===== config.mk =====
export PLATFORM = sky130hd
export DESIGN_NAME = hilo_muldiv_ctrl_flat
export DESIGN_NICKNAME = d
export VERILOG_FILES = /design/src/rtl/hilo_muldiv_ctrl_if.sv /design/src/rtl/hilo_muldiv_ctrl.sv /design/src/flat_wrapper.sv
export SDC_FILE = /design/constraint.sdc
export NUM_CORES = 1
export LEC_CHECK = 0
export ABC_AREA = 1
export BUFFER_PORTS_ARGS = -buffer_cell sky130_fd_sc_hd__buf_2
export CAP_MARGIN = 20
export CORE_MARGIN = 5
export CORE_UTILIZATION = 30
export CTS_BUF_LIST = sky130_fd_sc_hd__clkbuf_8
export DETAILED_ROUTE_END_ITERATION = 6
export PLACE_DENSITY_LB_ADDON = 0.15
export SLEW_MARGIN = 20
export SYNTH_ARGS = -nofsm -noshare
export SYNTH_HDL_FRONTEND = slang
export SYNTH_SLANG_ARGS = --single-unit
export TNS_END_PERCENT = 10

===== constraint.sdc =====
create_clock -name clk -period 3.4 [get_ports clk]
set_input_delay 0.68 -clock clk [delete_from_list [all_inputs] [get_ports clk]]
set_output_delay 0.68 -clock clk [all_outputs]
set_load 0.01 [all_outputs]

===== src/rtl/hilo_muldiv_ctrl_if.sv =====
// Execute-stage bus for the HI/LO multiply/divide sequencer.
// The EX/ID side issues operations; the unit returns HI/LO and pipeline status.
interface hilo_muldiv_ctrl_if #(
  parameter int WIDTH = 32
);
  logic             startE;
  logic [2:0]       opE;
  logic [WIDTH-1:0] srcaE;
  logic [WIDTH-1:0] srcbE;
  logic             hiloreadD;
  logic             muldivD;
  logic             cancel;
  logic [WIDTH-1:0] hi;
  logic [WIDTH-1:0] lo;
  logic             busy;
  logic             done;
  logic             stallhilo;

  modport master (
    output startE, opE, srcaE, srcbE, hiloreadD, muldivD, cancel,
    input  hi, lo, busy, done, stallhilo
  );

  modport slave (
    input  startE, opE, srcaE, srcbE, hiloreadD, muldivD, cancel,
    output hi, lo, busy, done, stallhilo
  );
endinterface


===== src/rtl/hilo_muldiv_ctrl.sv =====
// Iterative multiply/divide sequencer that owns the HI/LO register pair.
// Signed operations run on magnitudes; the sign fix-up happens in a final
// FIX cycle that also commits the result to HI/LO.
module hilo_muldiv_ctrl #(
  parameter int               WIDTH   = 32,
  parameter logic [WIDTH-1:0] DIV0_LO = WIDTH'(32'hFFFFFFFF)
) (
  input  logic                  clk,
  input  logic                  reset,
  hilo_muldiv_ctrl_if.slave     bus
);

  typedef enum logic [1:0] {IDLE, RUN, FIX} state_t;

  localparam int CW = (WIDTH > 1) ? $clog2(WIDTH) : 1;

  state_t             state_q, state_d;
  logic [CW-1:0]      cnt_q, cnt_d;
  logic [2*WIDTH-1:0] acc_q, acc_d;
  logic [WIDTH-1:0]   rem_q, rem_d;
  logic [WIDTH-1:0]   opnd_q, opnd_d;
  logic               is_div_q, is_div_d;
  logic               neg_res_q, neg_res_d;
  logic               neg_rem_q, neg_rem_d;
  logic [WIDTH-1:0]   hi_q, hi_d;
  logic [WIDTH-1:0]   lo_q, lo_d;
  logic               done_q, done_d;

  logic               is_signed;
  logic               a_neg, b_neg;
  logic [WIDTH-1:0]   abs_a, abs_b;
  logic [WIDTH:0]     mul_sum;
  logic [WIDTH:0]     div_shift;
  logic [WIDTH:0]     div_diff;
  logic [2*WIDTH-1:0] prod;
  logic               busy;

  // ops 0 (mult) and 2 (div) are signed; work on operand magnitudes
  assign is_signed = ~bus.opE[0];
  assign a_neg     = is_signed & bus.srcaE[WIDTH-1];
  assign b_neg     = is_signed & bus.srcbE[WIDTH-1];
  assign abs_a     = a_neg ? (~bus.srcaE + 1'b1) : bus.srcaE;
  assign abs_b     = b_neg ? (~bus.srcbE + 1'b1) : bus.srcbE;

  // state register: every flop loads its _d value, synchronous active-low reset
  always_ff @(posedge clk) begin
    if (!reset) begin
      state_q   <= IDLE;
      cnt_q     <= '0;
      acc_q     <= '0;
      rem_q     <= '0;
      opnd_q    <= '0;
      is_div_q  <= 1'b0;
      neg_res_q <= 1'b0;
      neg_rem_q <= 1'b0;
      hi_q      <= '0;
      lo_q      <= '0;
      done_q    <= 1'b0;
    end else begin
      state_q   <= state_d;
      cnt_q     <= cnt_d;
      acc_q     <= acc_d;
      rem_q     <= rem_d;
      opnd_q    <= opnd_d;
      is_div_q  <= is_div_d;
      neg_res_q <= neg_res_d;
      neg_rem_q <= neg_rem_d;
      hi_q      <= hi_d;
      lo_q      <= lo_d;
      done_q    <= done_d;
    end
  end

  // next-state and datapath: start/latch in IDLE, iterate in RUN, sign-fix and commit in FIX
  always_comb begin
    state_d   = state_q;
    cnt_d     = cnt_q;
    acc_d     = acc_q;
    rem_d     = rem_q;
    opnd_d    = opnd_q;
    is_div_d  = is_div_q;
    neg_res_d = neg_res_q;
    neg_rem_d = neg_rem_q;
    hi_d      = hi_q;
    lo_d      = lo_q;
    done_d    = 1'b0;
    mul_sum   = '0;
    div_shift = '0;
    div_diff  = '0;
    prod      = '0;
    unique case (state_q)
      IDLE: begin
        if (!bus.cancel && bus.startE) begin
          case (bus.opE)
            3'd4: hi_d = bus.srcaE;
            3'd5: lo_d = bus.srcaE;
            3'd0, 3'd1, 3'd2, 3'd3: begin
              is_div_d = bus.opE[1];
              opnd_d   = bus.opE[1] ? abs_b : abs_a;
              cnt_d    = '0;
              if (bus.opE[1] && (bus.srcbE == '0)) begin
                acc_d     = {{WIDTH{1'b0}}, DIV0_LO};
                rem_d     = bus.srcaE;
                neg_res_d = 1'b0;
                neg_rem_d = 1'b0;
                state_d   = FIX;
              end else begin
                acc_d     = {{WIDTH{1'b0}}, (bus.opE[1] ? abs_a : abs_b)};
                rem_d     = '0;
                neg_res_d = a_neg ^ b_neg;
                neg_rem_d = a_neg;
                state_d   = RUN;
              end
            end
            default: ;
          endcase
        end
      end
      RUN: begin
        if (bus.cancel) begin
          state_d = IDLE;
        end else begin
          cnt_d = cnt_q + CW'(1);
          if (is_div_q) begin
            div_shift = {rem_q, acc_q[WIDTH-1]};
            div_diff  = div_shift - {1'b0, opnd_q};
            rem_d     = div_diff[WIDTH] ? div_shift[WIDTH-1:0] : div_diff[WIDTH-1:0];
            acc_d     = {{WIDTH{1'b0}}, acc_q[WIDTH-2:0], ~div_diff[WIDTH]};
          end else begin
            mul_sum = {1'b0, acc_q[2*WIDTH-1:WIDTH]} + (acc_q[0] ? {1'b0, opnd_q} : '0);
            acc_d   = {mul_sum, acc_q[WIDTH-1:1]};
          end
          if (cnt_q == CW'(WIDTH-1)) begin
            state_d = FIX;
          end
        end
      end
      FIX: begin
        state_d = IDLE;
        if (!bus.cancel) begin
          done_d = 1'b1;
          if (is_div_q) begin
            lo_d = neg_res_q ? (~acc_q[WIDTH-1:0] + 1'b1) : acc_q[WIDTH-1:0];
            hi_d = neg_rem_q ? (~rem_q + 1'b1) : rem_q;
          end else begin
            prod = neg_res_q ? (~acc_q + 1'b1) : acc_q;
            hi_d = prod[2*WIDTH-1:WIDTH];
            lo_d = prod[WIDTH-1:0];
          end
        end
      end
      default: state_d = IDLE;
    endcase
  end

  // outputs: busy while an operation is in flight, stall only if a later op needs the unit
  always_comb begin
    busy          = (state_q != IDLE);
    bus.busy      = busy;
    bus.stallhilo = busy & (bus.hiloreadD | bus.muldivD);
    bus.hi        = hi_q;
    bus.lo        = lo_q;
    bus.done      = done_q;
  end

endmodule


===== src/flat_wrapper.sv =====
// flat-port wrapper written by rule: the top's interface ports become plain ports
module hilo_muldiv_ctrl_flat 
#(
  parameter int               WIDTH   = 32,
  parameter logic [WIDTH-1:0] DIV0_LO = WIDTH'(32'hFFFFFFFF)
)
  (clk, reset, bus_startE, bus_opE, bus_srcaE, bus_srcbE, bus_hiloreadD, bus_muldivD, bus_cancel, bus_hi, bus_lo, bus_busy, bus_done, bus_stallhilo);
  hilo_muldiv_ctrl_if #(.WIDTH(WIDTH)) bus_i ();
  input  logic clk;
  input  logic reset;
  input wire logic [$bits(bus_i.startE)-1:0] bus_startE;
  input wire logic [$bits(bus_i.opE)-1:0] bus_opE;
  input wire logic [$bits(bus_i.srcaE)-1:0] bus_srcaE;
  input wire logic [$bits(bus_i.srcbE)-1:0] bus_srcbE;
  input wire logic [$bits(bus_i.hiloreadD)-1:0] bus_hiloreadD;
  input wire logic [$bits(bus_i.muldivD)-1:0] bus_muldivD;
  input wire logic [$bits(bus_i.cancel)-1:0] bus_cancel;
  output wire logic [$bits(bus_i.hi)-1:0] bus_hi;
  output wire logic [$bits(bus_i.lo)-1:0] bus_lo;
  output wire logic [$bits(bus_i.busy)-1:0] bus_busy;
  output wire logic [$bits(bus_i.done)-1:0] bus_done;
  output wire logic [$bits(bus_i.stallhilo)-1:0] bus_stallhilo;
  assign bus_i.startE = bus_startE;
  assign bus_i.opE = bus_opE;
  assign bus_i.srcaE = bus_srcaE;
  assign bus_i.srcbE = bus_srcbE;
  assign bus_i.hiloreadD = bus_hiloreadD;
  assign bus_i.muldivD = bus_muldivD;
  assign bus_i.cancel = bus_cancel;
  assign bus_hi = bus_i.hi;
  assign bus_lo = bus_i.lo;
  assign bus_busy = bus_i.busy;
  assign bus_done = bus_i.done;
  assign bus_stallhilo = bus_i.stallhilo;
  hilo_muldiv_ctrl #(.WIDTH(WIDTH), .DIV0_LO(DIV0_LO)) u_core (.clk(clk), .reset(reset), .bus(bus_i));
endmodule

==> results_dict.tcl <==
set metrics [dict create \
    ir_drop_v 0.000223 \
    yosysSeqAreaShare 0.202 \
    area.growth.synth_to_final_pct 12.2 \
    drtIter0Drc 2877 \
    synth_nets 3722 \
    r2r-end "u_core.acc_q[0]" \
    num_rows 95 \
    ctsHoldBuffers 0 \
    nFillCells 7767 \
    multiInputGateArea_um2 13600 \
    cp-end-kind "flop" \
    die_h_um 269 \
    grt_max_degree 70 \
    ctsResizeCount 0 \
    worstPathRequired_ns 3.92 \
    hold_violations 0 \
    synth_mux_area_frac 0 \
    yosys.area_share.simple 0.426 \
    worstPathMaxFanout 33 \
    drt_wl_total_mm 104 \
    drive_above_1_share 0.103 \
    powerDensity_nw_per_um2 392 \
    yosysUniqueCellTypes 55 \
    synth_seq_cells 203 \
    max-clock-path-buffers 3 \
    core_um2 66800 \
    fmax_mhz 324 \
    synth_area_um2 20100 \
    endpoint "u_core.acc_q[0]" \
    reg2reg_depth 16 \
    clkSinkCount 203 \
    crit_path_start "u_core.acc_q[31]" \
    worst_slack_ns 0.311 \
    synth_adder_area_share 0.0456 \
    fin_crit_sh 0.909 \
    leakagePower_nw 11.6 \
    io_buffers 139 \
    path_clk_slew_ns 0.06 \
    dp_slack_ns 0.248 \
    yosys_warnings 0 \
    cts_inserted_buffers 43 \
    grt_first_pass_wirelength_mm 150 \
    drv_slew 0 \
    ios 140 \
    gp_congestion 0.999 \
    slew_headroom 0.217 \
    synth-edff-count 0 \
    fin_skew_ns 0.0520 \
    postCtsSetupBuffers 0 \
    ctsHtreeMaxLevel 2 \
    synth-xor-area-share 0.0257 \
    critPathArrivalTime_ns 3.61 \
    die_width_um 269 \
    slowest_stage "fa_1" \
    synth_compound_area_frac 0.177 \
    rsz0062_at_grt "false" \
    cts_tree "built" \
    initial_core_util 0.301 \
    tns_ns 0 \
    worstSetupStartpointType "flop" \
    synth_ff_type "dfxtp_1" \
    gr-total-overflow 0 \
    dieArea_um2 72300 \
    synth_top_family_by_area "simple AND/OR/NAND/NOR gates" \
    wl_per_cell_um 22.7 \
    fin_crit_ns 3.09 \
    most-common-layout-cells "1048 x nand2_1, 477 x inv_1, 363 x nor2_1" \
    hold_path_class "in2reg" \
    r2r_slack_ns 0.31 \
    setup_viol 0 \
    via_per_inst 5.42 \
    syn_area_per_cell_um2 5.62 \
    crit_path_cell_trace "inv_1 > ha_1 > fa_1 > inv_1 > nand3_1 > nand2_4 > nand2_2 > nand2_2 > nand2_2 > nand2_4 > nand2_4 > nand2_2 > nand2_4 > nand2_8 > nand2_1 > a31oi_2" \
    cts-root-buf "clkbuf_8" \
    clock_latency_ns 0.65 \
    vias 24800 \
    synthArstFlopShare 0 \
    layout.nets 3822 \
    max_stage_delay_ns 0.43 \
    final_common_cell "nand2_1" \
    regArea_um2 4070 \
    drc 0 \
    path_class "reg2reg" \
    ant_nets 0 \
    synthCells 3577 \
    antenna_found_initial 3 \
    rr_startpoint "u_core.acc_q[31]" \
    status "finished clean" \
    post-dp-hpwl_mm 84.8 \
    grt_pass1_vias 22600 \
    grt_util_all_layers 0.276 \
    cap_viol_max_count 0 \
    dr.pass1.iters 6 \
    tightestPinTransition_ns 1.17 \
]
## cells by family (layout without fill, tap and decap cells)
group / count (synthesis) / in the layout
adder cells (fa/ha/maj): 72 / 72
flip-flops: 203 / 203
XOR/XNOR: 59 / 59
AND/OR/NAND/NOR: 1979 / 1979
AO/OA/AOI/OAI: 641 / 641
other: 0 / 2
buffers and inverters: 623 / 755
## critical path: cells and delay by family, from the launching register on
family / cells / cell delay [ns]
AOI/OAI and AO/OA: 1 / 0.33
and+or+nand+nor: 11 / 1.26
adders and majority gates: 2 / 0.69
DFF: 1 / 0.40
buffers and inverters: 2 / 0.27
## Yosys cell counts (all sizes together), types with 4 or more instances
cell type / number / area, um2
a21o: 4 / 30.0
a21oi: 273 / 1400
a221oi: 26 / 228
a22oi: 11 / 82.6
a31oi: 18 / 113
a41oi: 4 / 35.0
and2: 6 / 37.5
buf: 69 / 400
clkbuf: 71 / 268
dfxtp: 203 / 4060
ha: 70 / 876
inv: 481 / 1810
nand2: 1074 / 4130
nand3: 367 / 1880
nand3b: 34 / 268
nand4: 56 / 357
nor2: 393 / 1600
nor3: 21 / 121
nor4: 4 / 25.0
o211ai: 20 / 150
o21a: 5 / 37.5
o21ai: 264 / 1360
o21bai: 6 / 45.0
o221ai: 4 / 35.0
or2: 24 / 150
xnor2: 8 / 70.1
xor2: 51 / 447
## layout make-up
cell class                 instances  area share
clock buffer                      53      0.0323
antenna                            2    0.000222
timing repair buffer             195      0.0502
clock inverter                    24     0.00621
tap                              873      0.0484
multi-input combinational       2751       0.602
sequential                       203       0.180
inverter                         483      0.0804
## metal layers
metal | vias to the layer above | share of wire | GRT usage | routed length (um)
met2 | 1200 | 0.42 | 0.415 | 43500
li1 | 11800 | - | - | -
met4 | 4 | 0.043 | 0.0959 | 4440
met1 | 11700 | 0.45 | 0.395 | 46300
met3 | 173 | 0.093 | 0.0513 | 9680
met5 | - | 0.00022 | 0 | 23
## report_power, final
| part | total (W) | switching, W | internal [W] |
|---|---|---|---|
| registers | 0.00268 | 0.000193 | 0.00249 |
| logic | 0.00340 | 0.00241 | 0.000990 |
| clock network | 0.00277 | 0.00128 | 0.00149 |
## metrics by stage
| step | hold WS, ns | area (um2) | utilization | total power (W) | instances |
|---|---|---|---|---|---|
| after floorplan | 0.435 | 20100 | - | 0.00498 | 3577 |
| after global placement | 0.457 | 21700 | 0.324 | 0.00607 | 4505 |
| after detailed placement | 0.460 | 21700 | 0.324 | 0.00605 | 4505 |
| after CTS | 0.257 | 22500 | 0.337 | 0.00884 | 4582 |
| after global routing | 0.275 | 22500 | 0.337 | 0.00938 | 4582 |
| final | 0.292 | 22500 | 0.338 | 0.00885 | 4584 |
## flip-flops by register name (all words and copies together), names as in the netlist
name / count
u_core.cnt_q: 5
u_core.bus.lo: 32
u_core.rem_q: 32
u_core.bus.done: 1
u_core.opnd_q: 32
u_core.is_div_q: 1
u_core.state_q: 2
u_core.neg_rem_q: 1
u_core.neg_res_q: 1
u_core.bus.hi: 32
u_core.acc_q: 64
## worst min path at each step
stage                      from          endpoint  slack (ns)  depth (start not counted)
2_1_floorplan   u_core.cnt_q[2]   u_core.cnt_q[2]        0.44                          1
3_3_place_gp   u_core.neg_rem_q  u_core.neg_rem_q        0.46                          2
3_5_place_dp    u_core.cnt_q[2]   u_core.cnt_q[2]        0.46                          1
4_1_cts              bus_cancel   u_core.bus.done        0.26                          2
5_1_grt              bus_cancel   u_core.bus.done        0.28                          2
6_report             bus_cancel   u_core.bus.done        0.29                          2
(Power assumes the default switching activity.)
